File: src/rtl/demux3_8bit_buf_pkg.sv
// Shared channel codes and select decode for the 3-way byte selector/distributor pair.
// The selector side imports the same decode so a select code names one channel on both sides.
package demux3_8bit_buf_pkg;

    localparam logic [1:0] CH0 = 2'd0;
    localparam logic [1:0] CH1 = 2'd1;
    localparam logic [1:0] CH2 = 2'd2;

    // sel[1] has priority, so 2'b11 selects ch2.
    function automatic logic [1:0] sel_decode(input logic [1:0] sel);
        if (sel[1]) begin
            return CH2;
        end else if (sel[0]) begin
            return CH1;
        end else begin
            return CH0;
        end
    endfunction

endpackage

File: src/rtl/demux3_8bit_buf_if.sv
// Bus bundle for the 3-way byte distributor: one input stream, three output slots
// with valid/ready handshakes, and the delivered-byte counters.
interface demux3_8bit_buf_if #(
    parameter int unsigned WIDTH = 8,
    parameter int unsigned CNT_W = 8
);
    logic             clr;
    logic [WIDTH-1:0] in_data;
    logic [1:0]       in_sel;
    logic             in_valid;
    logic             in_ready;
    logic [WIDTH-1:0] y0, y1, y2;
    logic             v0, v1, v2;
    logic             r0, r1, r2;
    logic [CNT_W-1:0] cnt0, cnt1, cnt2;

    modport master (
        output clr, in_data, in_sel, in_valid, r0, r1, r2,
        input  in_ready, y0, y1, y2, v0, v1, v2, cnt0, cnt1, cnt2
    );

    modport slave (
        input  clr, in_data, in_sel, in_valid, r0, r1, r2,
        output in_ready, y0, y1, y2, v0, v1, v2, cnt0, cnt1, cnt2
    );
endinterface

File: src/rtl/demux3_8bit_buf_slot.sv
// One-deep holding slot: data register, valid flag, ready term and a wrapping
// delivered-byte counter with synchronous clear.
module demux3_8bit_buf_slot #(
    parameter int unsigned WIDTH = 8,
    parameter int unsigned CNT_W = 8
) (
    input  logic             clk,
    input  logic             rst_n,
    input  logic             clr,
    input  logic             accept,
    input  logic [WIDTH-1:0] din,
    input  logic             take,
    output logic [WIDTH-1:0] y,
    output logic             valid,
    output logic             ready,
    output logic [CNT_W-1:0] cnt
);
    logic             v_q, v_d;
    logic [WIDTH-1:0] y_q, y_d;
    logic [CNT_W-1:0] cnt_q, cnt_d;
    logic             deliver;

    assign deliver = v_q && take;

    always_comb begin
        v_d   = v_q;
        y_d   = y_q;
        cnt_d = cnt_q;
        // Accept on the same edge as a delivery keeps the slot full with the new byte.
        if (accept) begin
            v_d = 1'b1;
            y_d = din;
        end else if (deliver) begin
            v_d = 1'b0;
        end
        if (clr) begin
            cnt_d = '0;
        end else if (deliver) begin
            cnt_d = cnt_q + CNT_W'(1);
        end
    end

    always_ff @(posedge clk or negedge rst_n) begin
        if (!rst_n) begin
            v_q   <= 1'b0;
            y_q   <= '0;
            cnt_q <= '0;
        end else begin
            v_q   <= v_d;
            y_q   <= y_d;
            cnt_q <= cnt_d;
        end
    end

    assign ready = !v_q || take;
    assign y     = y_q;
    assign valid = v_q;
    assign cnt   = cnt_q;

endmodule

File: src/rtl/demux3_8bit_buf.sv
// Routes one byte stream to one of three buffered consumers; holds only the
// channel decode and ready muxing, the slots carry all state.
module demux3_8bit_buf
    import demux3_8bit_buf_pkg::*;
#(
    parameter int unsigned WIDTH = 8,
    parameter int unsigned CNT_W = 8
) (
    input logic               clk,
    input logic               rst_n,
    demux3_8bit_buf_if.slave  bus
);
    logic [1:0] tgt;
    logic [2:0] ready;
    logic [2:0] accept;
    logic       in_ready;

    assign tgt = sel_decode(bus.in_sel);

    // Ready depends only on the selected slot, never on in_valid.
    always_comb begin
        in_ready = 1'b0;
        case (tgt)
            CH0:     in_ready = ready[0];
            CH1:     in_ready = ready[1];
            CH2:     in_ready = ready[2];
            default: in_ready = 1'b0;
        endcase
    end

    assign bus.in_ready = in_ready;

    assign accept[0] = bus.in_valid && in_ready && (tgt == CH0);
    assign accept[1] = bus.in_valid && in_ready && (tgt == CH1);
    assign accept[2] = bus.in_valid && in_ready && (tgt == CH2);

    demux3_8bit_buf_slot #(.WIDTH(WIDTH), .CNT_W(CNT_W)) u_slot0 (
        .clk    (clk),
        .rst_n  (rst_n),
        .clr    (bus.clr),
        .accept (accept[0]),
        .din    (bus.in_data),
        .take   (bus.r0),
        .y      (bus.y0),
        .valid  (bus.v0),
        .ready  (ready[0]),
        .cnt    (bus.cnt0)
    );

    demux3_8bit_buf_slot #(.WIDTH(WIDTH), .CNT_W(CNT_W)) u_slot1 (
        .clk    (clk),
        .rst_n  (rst_n),
        .clr    (bus.clr),
        .accept (accept[1]),
        .din    (bus.in_data),
        .take   (bus.r1),
        .y      (bus.y1),
        .valid  (bus.v1),
        .ready  (ready[1]),
        .cnt    (bus.cnt1)
    );

    demux3_8bit_buf_slot #(.WIDTH(WIDTH), .CNT_W(CNT_W)) u_slot2 (
        .clk    (clk),
        .rst_n  (rst_n),
        .clr    (bus.clr),
        .accept (accept[2]),
        .din    (bus.in_data),
        .take   (bus.r2),
        .y      (bus.y2),
        .valid  (bus.v2),
        .ready  (ready[2]),
        .cnt    (bus.cnt2)
    );

endmodule

File: src/flat_wrapper.sv
// flat-port wrapper written by rule: the top's interface ports become plain ports
module demux3_8bit_buf_flat import demux3_8bit_buf_pkg::*;
#(
    parameter int unsigned WIDTH = 8,
    parameter int unsigned CNT_W = 8
)
  (clk, rst_n, bus_clr, bus_in_data, bus_in_sel, bus_in_valid, bus_r0, bus_r1, bus_r2, bus_in_ready, bus_y0, bus_y1, bus_y2, bus_v0, bus_v1, bus_v2, bus_cnt0, bus_cnt1, bus_cnt2);
  demux3_8bit_buf_if #(.WIDTH(WIDTH), .CNT_W(CNT_W)) bus_i ();
  input logic clk;
  input logic rst_n;
  input wire logic [$bits(bus_i.clr)-1:0] bus_clr;
  input wire logic [$bits(bus_i.in_data)-1:0] bus_in_data;
  input wire logic [$bits(bus_i.in_sel)-1:0] bus_in_sel;
  input wire logic [$bits(bus_i.in_valid)-1:0] bus_in_valid;
  input wire logic [$bits(bus_i.r0)-1:0] bus_r0;
  input wire logic [$bits(bus_i.r1)-1:0] bus_r1;
  input wire logic [$bits(bus_i.r2)-1:0] bus_r2;
  output wire logic [$bits(bus_i.in_ready)-1:0] bus_in_ready;
  output wire logic [$bits(bus_i.y0)-1:0] bus_y0;
  output wire logic [$bits(bus_i.y1)-1:0] bus_y1;
  output wire logic [$bits(bus_i.y2)-1:0] bus_y2;
  output wire logic [$bits(bus_i.v0)-1:0] bus_v0;
  output wire logic [$bits(bus_i.v1)-1:0] bus_v1;
  output wire logic [$bits(bus_i.v2)-1:0] bus_v2;
  output wire logic [$bits(bus_i.cnt0)-1:0] bus_cnt0;
  output wire logic [$bits(bus_i.cnt1)-1:0] bus_cnt1;
  output wire logic [$bits(bus_i.cnt2)-1:0] bus_cnt2;
  assign bus_i.clr = bus_clr;
  assign bus_i.in_data = bus_in_data;
  assign bus_i.in_sel = bus_in_sel;
  assign bus_i.in_valid = bus_in_valid;
  assign bus_i.r0 = bus_r0;
  assign bus_i.r1 = bus_r1;
  assign bus_i.r2 = bus_r2;
  assign bus_in_ready = bus_i.in_ready;
  assign bus_y0 = bus_i.y0;
  assign bus_y1 = bus_i.y1;
  assign bus_y2 = bus_i.y2;
  assign bus_v0 = bus_i.v0;
  assign bus_v1 = bus_i.v1;
  assign bus_v2 = bus_i.v2;
  assign bus_cnt0 = bus_i.cnt0;
  assign bus_cnt1 = bus_i.cnt1;
  assign bus_cnt2 = bus_i.cnt2;
  demux3_8bit_buf #(.WIDTH(WIDTH), .CNT_W(CNT_W)) u_core (.clk(clk), .rst_n(rst_n), .bus(bus_i));
endmodule
File: config.mk
export PLATFORM = sky130hd
export DESIGN_NAME = demux3_8bit_buf_flat
export DESIGN_NICKNAME = d
export VERILOG_FILES = /design/src/rtl/demux3_8bit_buf_pkg.sv /design/src/rtl/demux3_8bit_buf_if.sv /design/src/rtl/demux3_8bit_buf_slot.sv /design/src/rtl/demux3_8bit_buf.sv /design/src/flat_wrapper.sv
export SDC_FILE = /design/constraint.sdc
export NUM_CORES = 1
export LEC_CHECK = 0
export ABC_AREA = 1
export CAP_MARGIN = 20
export CORE_AREA = 2 2 95 97
export CTS_CLUSTER_DIAMETER = 60
export CTS_CLUSTER_SIZE = 12
export DETAILED_ROUTE_END_ITERATION = 8
export DIE_AREA = 0 0 97 99
export DONT_BUFFER_PORTS = 1
export PLACE_DENSITY = 0.47
export SLEW_MARGIN = 20
export SYNTH_ARGS = -nofsm -noshare
export SYNTH_HDL_FRONTEND = slang
export SYNTH_SLANG_ARGS = --single-unit
export TNS_END_PERCENT = 5
File: constraint.sdc
create_clock -name clk -period 1.95 [get_ports clk]
set_input_delay 0.585 -clock clk [delete_from_list [all_inputs] [get_ports clk]]
set_output_delay 0.585 -clock clk [all_outputs]
set_load 0.02 [all_outputs]
==> results.md <==
- Status: finished clean
- Root Driver: clkbuf_8
- Cts bufs inserted: 5
- Die Y: 99 um
- Synth Instances: 288
- # Max-Cap Violations: 0
- Routed WL: 5670 um
- Setup WS pre-CTS: 0.274 ns
- Clk_lat worst skew: 0.30 ns
- Critical Path End Type: output pin
- Post-DP Area: 0.00253 mm^2
- CTS tree: built
- Hold buffers post-CTS: 1
- CP Class: flip-flop to output pin
- Initial antenna violation count: 0
- Most common cell after layout, fill and taps aside: nand2_1
- Die W: 97 um
- Post-DRT Antenna Nets: 0
- H-tree depth: 2
- Reg power frac: 61.1%
- Register area share after synthesis: 52.9%
- RSZ-0062 raised after global routing: false
- Final setup viols: 0
- Crit Path Max Fanout: 19
- PortBufs: 0
- PwrDens: 857 mW/mm^2
- First-pass GRT wire length: 9740 um
- Area of the multi-input gates: 967 um^2
- Cells on worst reg2reg path: 6
- Leak: 0.00131 uW
- Final Instance Area: 0.00266 mm^2
- Post-Syn Area: 0.00241 mm^2
- Antenna Diode Count: 0
- Setup TNS: 0 ns
- Routed len/inst: 14.1 um
- DP Wirelength: 4130 um
- Fillers: 914
- Logic pwr share: 10.0%
- Grt ovf: 0
- NetSw: 704 uW
- Critical path startpoint category: flip-flop
- Clock Skew: 0.00794 ns
- Sw Ratio: 30.9%
- Distinct cells, synth: 20
- DRC Markers: 0
- Fraction of layout cells with a size suffix above 1: 10.5%
- Slew HR: 69.3%
- Top post-synthesis cells by area: dfrtp_1, nand2_1, nand4_1
- Fin worst setup slack: 0.204 ns
- Hold Fails Final Rpt: 0
- Post-Syn Area per Cell: 8.37 um^2
- Post-synthesis register bit count: 51
- Die area: 0.00960 mm^2
- Detailed Routing Iterations Pass 1: 4
- Post-CTS setup buffer count: 0
- Syn_nets: 308
- CTS Sinks: 51
- Fmax: 0.573 GHz
- Largest net degree at the start of global routing: 52
- Worst-margin pin slew: 0.457 ns
- Critical Path AT: 1.16 ns
- Max-slew violation count: 0
- Core area: 0.00855 mm^2
- Clock share of power: 28.9%
- Worst-path clk slew: 0.09 ns
- Post-cts resize count: 0
- Top cell type's share of synthesized area: 52.9%
- Routability cong.: 0.758
- Area leader, netlist: dfrtp_1
- Critical Path RT: 1.36 ns
- Io pins: 69
- Final critical-path share of the clock period: 89.6%
- Row cnt: 34
- Worst IR Drop VDD: 0.000417 V
- Number of global-route vias before repair: 1928
- Register area: 0.00128 mm^2
- Fin crit period: 1.75 ns
- Clk buf depth: 2
- Fin nets: 314
- Initial DRC Count: 46
- Worst hold path class: input port to async pin
- GRT Total Usage: 12.5%
- Synth warn: 0
- Internal Power: 1570 uW
- Vias: 1869
- Starting density of the core: 28.2%
- Most frequent cells in the layout: nand2_1, dfrtp_1, nor2_1, nand4_1, inv_1
- Drt via density: 4.64
- Area growth from synthesis to layout: 10.2%
[cell families (layout without fill, tap and decap cells)]
kind of cell	count (synthesis)	after routing	share of synthesized area [%]
AOI/OAI and AO/OA	20	20	4.15
adders and majority gates	3	3	1.56
buffers and inverters	36	43	6.95
DFF	51	51	52.9
and+or+nand+nor	178	178	34.4
[final cells by class]
class	count	area share (%)
tap	108	5.09
timing repair buffer	7	2.73
sequential	51	48.0
inverter	28	3.96
multi-input combinational	201	36.4
clock buffer	8	3.77
[layer usage]
metal	vias to the layer above	global-route usage (%)	part of all wire, %
met5	-	0	0
met4	0	2.93	1.0
met3	6	5.89	9.1
met2	59	20.4	47
met1	855	15.0	43
li1	949	-	-
[state kept, by name, indices dropped and copies added, names as in the netlist]
signal	cells
u_core.u_slot0.y	8
u_core.u_slot1.cnt	8
u_core.u_slot2.valid	1
u_core.u_slot2.y	8
u_core.u_slot0.valid	1
u_core.u_slot2.cnt	8
u_core.u_slot0.cnt	8
u_core.u_slot1.y	8
u_core.u_slot1.valid	1
[worst paths after layout]
kind	startpoint	end	slack [ns]
worst max-delay path	u_core.u_slot0.valid$_DFFE_PN0P_	bus_in_ready	0.20
worst min-delay path	rst_n	u_core.u_slot0.cnt[0]$_DFFE_PN0P_	0.11
worst max register to register	u_core.u_slot1.cnt[0]$_DFFE_PN0P_	u_core.u_slot1.cnt[6]$_DFFE_PN0P_	0.40
worst min register to register	u_core.u_slot0.valid$_DFFE_PN0P_	u_core.u_slot0.valid$_DFFE_PN0P_	0.54
max in group asynchronous	rst_n	u_core.u_slot0.y[3]$_DFFE_PN0P_	1.56
min in group clk	bus_in_sel[1]	u_core.u_slot2.y[0]$_DFFE_PN0P_	0.42
[power groups by stage]
stage | clock, uW | combinational [uW] | sequential (uW)
6_report | 658 | 227 | 1390
4_1_cts | 699 | 233 | 1400
5_1_grt | 736 | 273 | 1410
2_1_floorplan | 0 | 178 | 1390
3_5_place_dp | 0 | 204 | 1420
3_3_place_gp | 0 | 200 | 1420
[through the flow]
stage               power, uW  instances  hold slack, ns  utilization, %
floorplan                1570        288           0.289               -
global placement         1620        394           0.291            29.6
detailed placement       1630        394           0.291            29.6
CTS                      2330        403           0.130            31.1
global route             2420        403           0.123            31.1
finish                   2280        403           0.114            31.1
[critical path: stages (launching register included)]
cell and delay [ns]:
dfrtp_1 0.39, nand2_1 0.10, nand2_1 0.09, nand3_4 0.28
[synthesized netlist by cell type, drive strengths merged]
library cell / n
dfrtp: 51
clkbuf: 3
inv: 26
o21ai: 10
nand2: 95
clkinv: 2
nand4: 27
a21oi: 10
nor3: 2
ha: 3
nor2: 37
buf: 5
nand3: 17
(Power assumes the default switching activity.)
